--- src/rtl/ahb3lite_interconnect_slave_port.sv ---
`default_nettype none
// ============================================================================
// Module   : ahb3lite_interconnect_slave_port
// Purpose  : Slave-side arbiter/mux of the AHB3-Lite multi-layer switch.
//            Define AHB3LITE_SLVPORT_ROUNDROBIN_EN for round-robin tie-breaks.
// Revision : 1.0 - initial release
// ============================================================================
module ahb3lite_interconnect_slave_port #(
  parameter int HADDR_SIZE = 32,
  parameter int HDATA_SIZE = 32,
  parameter int MASTERS    = 3
) (
  input  logic                                 HRESETn,
  input  logic                                 HCLK,

  input  logic [MASTERS-1:0][2:0]              mstpriority,
  input  logic [MASTERS-1:0]                   mstHSEL,
  input  logic [MASTERS-1:0][HADDR_SIZE-1:0]   mstHADDR,
  input  logic [MASTERS-1:0][HDATA_SIZE-1:0]   mstHWDATA,
  input  logic [MASTERS-1:0]                   mstHWRITE,
  input  logic [MASTERS-1:0][2:0]              mstHSIZE,
  input  logic [MASTERS-1:0][2:0]              mstHBURST,
  input  logic [MASTERS-1:0][3:0]              mstHPROT,
  input  logic [MASTERS-1:0][1:0]              mstHTRANS,
  input  logic [MASTERS-1:0]                   mstHMASTLOCK,
  input  logic [MASTERS-1:0]                   mstHREADY,
  input  logic [MASTERS-1:0]                   can_switch,
  output logic [MASTERS-1:0]                   master_granted,

  output logic [HDATA_SIZE-1:0]                mstHRDATA,
  output logic                                 mstHREADYOUT,
  output logic                                 mstHRESP,

  output logic                                 slv_HSEL,
  output logic [HADDR_SIZE-1:0]                slv_HADDR,
  output logic [HDATA_SIZE-1:0]                slv_HWDATA,
  output logic                                 slv_HWRITE,
  output logic [2:0]                           slv_HSIZE,
  output logic [2:0]                           slv_HBURST,
  output logic [3:0]                           slv_HPROT,
  output logic [1:0]                           slv_HTRANS,
  output logic                                 slv_HMASTLOCK,
  output logic                                 slv_HREADY,

  input  logic [HDATA_SIZE-1:0]                slv_HRDATA,
  input  logic                                 slv_HREADYOUT,
  input  logic                                 slv_HRESP
);

  localparam int         IDX_W         = (MASTERS > 1) ? $clog2(MASTERS) : 1;
  localparam logic [1:0] c_HTRANS_IDLE = 2'b00;

  typedef enum logic [0:0] {
    ST_IDLE  = 1'b0,
    ST_OWNED = 1'b1
  } state_t;

  state_t             r_state;
  logic [MASTERS-1:0] r_addr_owner;
  logic [MASTERS-1:0] r_data_owner;
  logic [IDX_W-1:0]   r_last_grant;
  logic               r_lg_valid;

  logic [2:0]         w_best_prio;
  logic [MASTERS-1:0] w_tie;
  logic [IDX_W-1:0]   w_next_idx;
  logic [MASTERS-1:0] w_next_oh;
  logic               w_any;

  assign w_any = |mstHSEL;

  always_comb begin
    w_best_prio = 3'd0;
    for (int i = 0; i < MASTERS; i++) begin
      if (mstHSEL[i] && (mstpriority[i] > w_best_prio)) w_best_prio = mstpriority[i];
    end
  end

  always_comb begin
    w_tie = '0;
    for (int i = 0; i < MASTERS; i++) begin
      w_tie[i] = mstHSEL[i] && (mstpriority[i] == w_best_prio);
    end
  end

`ifdef AHB3LITE_SLVPORT_ROUNDROBIN_EN
  // Lowest tied index is the fallback; a tied index above last_grant overrides it (cyclic search).
  always_comb begin
    w_next_idx = '0;
    for (int i = MASTERS-1; i >= 0; i--) begin
      if (w_tie[i]) w_next_idx = IDX_W'(i);
    end
    for (int i = MASTERS-1; i >= 0; i--) begin
      if (w_tie[i] && (!r_lg_valid || (i > int'(r_last_grant)))) w_next_idx = IDX_W'(i);
    end
  end
`else
  always_comb begin
    w_next_idx = '0;
    for (int i = MASTERS-1; i >= 0; i--) begin
      if (w_tie[i]) w_next_idx = IDX_W'(i);
    end
  end

  logic w_unused_rr;
  assign w_unused_rr = ^{r_last_grant, r_lg_valid};
`endif

  always_comb begin
    w_next_oh = '0;
    for (int i = 0; i < MASTERS; i++) begin
      w_next_oh[i] = w_any && (w_next_idx == IDX_W'(i));
    end
  end

  // Address-phase mux driven by the current owner
  logic [HADDR_SIZE-1:0] w_haddr;
  logic [2:0]            w_hsize;
  logic [2:0]            w_hburst;
  logic [3:0]            w_hprot;
  logic [1:0]            w_htrans;
  logic                  w_hwrite;
  logic                  w_hmastlock;
  logic                  w_hsel;

  assign w_hsel = |(mstHSEL & r_addr_owner);

  always_comb begin
    w_haddr     = '0;
    w_hsize     = '0;
    w_hburst    = '0;
    w_hprot     = '0;
    w_htrans    = c_HTRANS_IDLE;
    w_hwrite    = 1'b0;
    w_hmastlock = 1'b0;
    for (int i = 0; i < MASTERS; i++) begin
      if (r_addr_owner[i]) begin
        w_haddr     = mstHADDR[i];
        w_hsize     = mstHSIZE[i];
        w_hburst    = mstHBURST[i];
        w_hprot     = mstHPROT[i];
        w_htrans    = mstHTRANS[i];
        w_hwrite    = mstHWRITE[i];
        w_hmastlock = mstHMASTLOCK[i];
      end
    end
  end

  logic [HDATA_SIZE-1:0] w_hwdata;
  logic                  w_dready;
  logic                  w_aready;

  always_comb begin
    w_hwdata = '0;
    w_dready = 1'b0;
    w_aready = 1'b0;
    for (int i = 0; i < MASTERS; i++) begin
      if (r_data_owner[i]) begin
        w_hwdata = mstHWDATA[i];
        w_dready = mstHREADY[i];
      end
      if (r_addr_owner[i]) w_aready = mstHREADY[i];
    end
  end

  assign slv_HWDATA = w_hwdata;
  assign slv_HREADY = (|r_data_owner) ? w_dready :
                      (|r_addr_owner) ? w_aready : 1'b1;

  // While the slave stalls, present the address phase seen on the first stalled cycle
  logic                  r_stalled;
  logic                  r_s_hsel;
  logic [HADDR_SIZE-1:0] r_s_haddr;
  logic [2:0]            r_s_hsize;
  logic [2:0]            r_s_hburst;
  logic [3:0]            r_s_hprot;
  logic [1:0]            r_s_htrans;
  logic                  r_s_hwrite;
  logic                  r_s_hmastlock;

  always_ff @(posedge HCLK or negedge HRESETn) begin
    if (!HRESETn) begin
      r_stalled     <= 1'b0;
      r_s_hsel      <= 1'b0;
      r_s_haddr     <= '0;
      r_s_hsize     <= '0;
      r_s_hburst    <= '0;
      r_s_hprot     <= '0;
      r_s_htrans    <= c_HTRANS_IDLE;
      r_s_hwrite    <= 1'b0;
      r_s_hmastlock <= 1'b0;
    end else begin
      r_stalled <= ~slv_HREADYOUT;
      if (!r_stalled) begin
        r_s_hsel      <= w_hsel;
        r_s_haddr     <= w_haddr;
        r_s_hsize     <= w_hsize;
        r_s_hburst    <= w_hburst;
        r_s_hprot     <= w_hprot;
        r_s_htrans    <= w_htrans;
        r_s_hwrite    <= w_hwrite;
        r_s_hmastlock <= w_hmastlock;
      end
    end
  end

  assign slv_HSEL      = r_stalled ? r_s_hsel      : w_hsel;
  assign slv_HADDR     = r_stalled ? r_s_haddr     : w_haddr;
  assign slv_HSIZE     = r_stalled ? r_s_hsize     : w_hsize;
  assign slv_HBURST    = r_stalled ? r_s_hburst    : w_hburst;
  assign slv_HPROT     = r_stalled ? r_s_hprot     : w_hprot;
  assign slv_HTRANS    = r_stalled ? r_s_htrans    : w_htrans;
  assign slv_HWRITE    = r_stalled ? r_s_hwrite    : w_hwrite;
  assign slv_HMASTLOCK = r_stalled ? r_s_hmastlock : w_hmastlock;

  logic w_switch;
  logic w_adv;

  assign w_switch = (|(can_switch & r_addr_owner)) & ~(|(mstHMASTLOCK & r_addr_owner)) & slv_HREADYOUT;
  assign w_adv    = slv_HREADY & slv_HREADYOUT;

  always_ff @(posedge HCLK or negedge HRESETn) begin
    if (!HRESETn) begin
      r_state      <= ST_IDLE;
      r_addr_owner <= '0;
      r_data_owner <= '0;
      r_last_grant <= '0;
      r_lg_valid   <= 1'b0;
    end else begin
      if (w_adv) r_data_owner <= (slv_HSEL & slv_HTRANS[1]) ? r_addr_owner : '0;
      case (r_state)
        ST_IDLE: begin
          if (w_any && slv_HREADYOUT) begin
            r_addr_owner <= w_next_oh;
            r_last_grant <= w_next_idx;
            r_lg_valid   <= 1'b1;
            r_state      <= ST_OWNED;
          end
        end
        ST_OWNED: begin
          if (w_switch) begin
            r_addr_owner <= w_next_oh;
            if (w_any) begin
              r_last_grant <= w_next_idx;
              r_lg_valid   <= 1'b1;
            end else begin
              r_state <= ST_IDLE;
            end
          end
        end
        default: r_state <= ST_IDLE;
      endcase
    end
  end

  assign master_granted = r_addr_owner;
  assign mstHRDATA      = slv_HRDATA;
  assign mstHREADYOUT   = slv_HREADYOUT;
  assign mstHRESP       = slv_HRESP;

endmodule
`default_nettype wire

--- config.mk ---
export PLATFORM = sky130hd
export DESIGN_NAME = ahb3lite_interconnect_slave_port
export DESIGN_NICKNAME = d
export VERILOG_FILES = /design/src/rtl/ahb3lite_interconnect_slave_port.sv
export SDC_FILE = /design/constraint.sdc
export NUM_CORES = 1
export LEC_CHECK = 0
export CORE_AREA = 2 2 159 161
export DETAILED_ROUTE_END_ITERATION = 16
export DIE_AREA = 0 0 161 163
export GPL_TIMING_DRIVEN = 0
export PLACE_DENSITY = 0.6
export SLEW_MARGIN = 20
export SYNTH_ARGS = -nofsm -noshare
export SYNTH_HDL_FRONTEND = slang
export SYNTH_SLANG_ARGS = --single-unit
--- constraint.sdc ---
create_clock -name HCLK -period 5.9 [get_ports HCLK]
set_clock_uncertainty 0.15 [all_clocks]
set_input_delay 1.475 -clock HCLK [delete_from_list [all_inputs] [get_ports HCLK]]
set_output_delay 1.475 -clock HCLK [all_outputs]
set_load 0.005 [all_outputs]
==> impl_results.md <==
- Post-Route Setup TNS: 0 ns
- Total iterations of the first detailed-routing run: 4
- Post-layout nets: between 1000 and 1500
- DRT Wirelength: 21.7 mm
- Number of vias in the routed layout: 5637
- Setup violators final: 0
- # DRC: 0
- CTS buffer count: 5
- Synth-to-Final Area Change: 100%
- Crit Path Category: input pin to output pin
- Total Routing Usage GR: 15.5%
- CTS tree: built
- Syn_area_per_cell: around 7.5 sq um
- GRT overflow: 0
- Max Slew Vio Count: 0
- Initial antenna violation count: 1
- Initial DRC count: around 300
- Hpwl dp: between 15 and 20 mm
- VDD IR max: around 0.18 mV
- Critical Path RT: 4.28 ns
- CP startpoint kind: input pin
- Fmax: a little under 200 MHz
- Postcts setup bufs: 0
- Vias in the first global route: roughly 5600
- Initial Utilization: around 17%
- Min-Delay Path Depth: 2
- Reg2Reg Setup Slack: roughly 3.5 ns
- RR Startpoint: master_granted[1]$_DFFE_PN0P_
- Die X: 161 um
- Hold path startpoint: r_s_haddr[0]$_DFF_PN0_
- Crit path max fanout: 2
- Status: completed
- Main synth FF type: dfrtp_1
- Reg clk slew, reported paths: around 0.080 ns
- Maximum number of pins on one net before global-route repair: 48
- Number of synthesized flops with an enable pin: 0
- Slew @ Worst Pin: 0.806 ns
- Max clock buf depth: 2
- FF+latch count, synth: 55
- Wire length per cell: approximately 17 um
- Layout cells sized above 1: under 10%
- Hold-fix buffers, CTS: 0
- Post-DRT Antenna Nets: 0
- Tcrit/Tclk final: approximately 85%
- PD cells: around 310 nW/um^2
- Core area: around 25000 sq um
- Data arrival, critical path: 3.41 ns
- Root buf cell: clkbuf_16
- Hold worst-path end: r_s_haddr[0]$_DFF_PN0_
- Die Area: about 26000 sq um
- Row count: 58
- Leak Pwr: 0.00333 uW
- Floorplan die height: approximately 160 um
- Clock Latency Late Sink: approximately 0.30 ns
- CTS sink count: 55
- Resized cells post-CTS: 0
- Slew headroom: 46.3%
- GPL Wtd Cong: ~0.85
- Post-DR vias/cell: roughly 4.4
- Final Hold Slack: 0.350 ns
- Tmin final: roughly 5 ns
- CTS H-tree depth: 2
- Hold Crit Class: flop to flop
- Cells after synthesis: ~570
- Worst r2r path cells: 7
- Max-cap viol count: 0
- Sequential area share after synthesis: around a third
- Fin. Hold Viols: 0
- Yosys cell types: between 40 and 50
- Syn Nets: ~870
- First-pass GRT wire length: approximately 32 mm
- Mapped cell area: between 4000 and 5000 sq um
- Ys async rst share: 100%
- Top Ports: about 400
- PortBufs: between 300 and 400
- Worst Setup End Kind: output pin
- Count of warnings emitted by yosys: 0
- RR Endpoint: r_s_hprot[2]$_DFF_PN0_
- Fillers: 2632
- Unrepaired setup endpoints after global routing: false
==> worst max-delay path, stage by stage <==
cell             delay [ns]
clkdlybuf4s50_1        0.45
nand2_1                0.04
nor2_1                 0.21
a21oi_1                0.06
nor2_1                 0.13
a21oi_1                0.06
o21ai_0                0.36
clkdlybuf4s50_1        0.61
==> power by group <==
group	switching, uW	internal, uW	total [uW]	leakage, uW
clock network	156	171	327	0.0000731
logic	865	911	1780	0.00255
registers	56.6	521	577	0.000704
total	1080	1600	2680	0.00333
==> registers in the layout, indices dropped and copies added, names as in the netlist <==
register,count
r_s_hmastlock,1
r_s_htrans,2
master_granted,3
r_s_hsize,3
r_s_haddr,32
r_s_hprot,4
r_state,1
r_stalled,1
r_data_owner,3
r_s_hwrite,1
r_s_hburst,3
r_s_hsel,1
==> worst max path at each step <==
stage,start,endpoint,slack [ns],cells after the start
after floorplan,mstHSEL[0],master_granted[0]$_DFFE_PN0P_,1.66,16
after global placement,mstHPROT[2],slv_HPROT[2],0.86,8
after detailed placement,mstHSEL[0],master_granted[0]$_DFFE_PN0P_,0.84,17
after CTS,mstHPROT[2],slv_HPROT[2],0.84,8
after global routing,mstHPROT[2],slv_HPROT[2],0.72,8
final,mstHPROT[2],slv_HPROT[2],0.87,8
==> per-stage QoR <==
step	instance area, sq um	instances	util [%]	setup slack, ns	total power [uW]
3_5_place_dp	8420	1271	34.1	0.839	2380
3_3_place_gp	8400	1270	34.0	0.859	2370
5_1_grt	8580	1279	34.8	0.715	2900
4_1_cts	8580	1279	34.8	0.836	2720
2_1_floorplan	4290	571	-	1.66	1370
6_report	8580	1280	34.8	0.866	2680
==> routing by layer <==
layer | global-route usage [%] | part of all wire, % | wire length (um)
met3 | 2.95 | 6.1 | 1320
met4 | 2.96 | 1.1 | 231
met1 | 19.2 | 42 | 9110
met2 | 28.0 | 51 | 11000
met5 | 0 | 0.060 | 13
==> cell usage after synthesis, types with 2 or more instances <==
| library cell | instances | area [sq um] |
|---|---|---|
| nor2b_1 | 4 | 25.0 |
| nand2_1 | 90 | 338 |
| o31ai_2 | 2 | 25.0 |
| o21ai_0 | 86 | 430 |
| dfrtp_1 | 55 | 1380 |
| xnor2_1 | 6 | 52.6 |
| buf_1 | 3 | 11.3 |
| nor2_1 | 56 | 210 |
| buf_6 | 5 | 56.3 |
| o31ai_1 | 2 | 15.0 |
| inv_1 | 6 | 22.5 |
| a222oi_1 | 2 | 20.0 |
| nand3_1 | 5 | 25.0 |
| mux2i_1 | 4 | 40.0 |
| a22o_1 | 4 | 35.0 |
| o21bai_1 | 2 | 15.0 |
| nor3_1 | 3 | 15.0 |
| clkbuf_1 | 32 | 120 |
| a21oi_1 | 51 | 255 |
| a22oi_1 | 74 | 556 |
| xor2_1 | 5 | 43.8 |
| nor3b_1 | 2 | 15.0 |
| ha_1 | 6 | 75.1 |
| and3_1 | 2 | 12.5 |
| buf_4 | 35 | 263 |
| buf_2 | 9 | 45.0 |
| o41ai_2 | 2 | 32.5 |
==> layout make-up <==
type	count	area, sq um	share of cell area, %
Antenna cell	1	2.50	0.0292
Sequential cell	55	1380	16.0
Inverter	6	22.5	0.263
Clock buffer	6	139	1.62
Multi-Input combinational cell	426	2390	27.9
Timing Repair Buffer	370	3720	43.3
Clock inverter	2	16.3	0.190
Buffer	84	495	5.78
Tap cell	330	413	4.81
==> cells in the final DEF (no fill, tap or decap), types with 5 or more instances in the layout <==
cell type        Yosys  final
buf_6                5      5
buf_2                9      9
xor2_1               5      5
inv_1                6      6
clkdlybuf4s50_1      0    368
xnor2_1              6      6
o21ai_0             86     86
a22oi_1             74     74
buf_4               35     36
nor2_1              56     56
dfrtp_1             55     55
clkbuf_1            32     32
nand2_1             90     90
clkbuf_16            0      5
nand3_1              5      5
ha_1                 6      6
a21oi_1             51     51
==> cell families after synthesis <==
kind of cell | Yosys count | synth area share (%)
compound gates | 232 | 33.6
xor+xnor | 11 | 2.25
fa+ha+maj | 6 | 1.75
buf+inv | 90 | 12.1
flops | 55 | 32.1
mux | 4 | 0.934
simple gates | 173 | 17.3
Note: power is estimated with default switching activity, not from simulation.
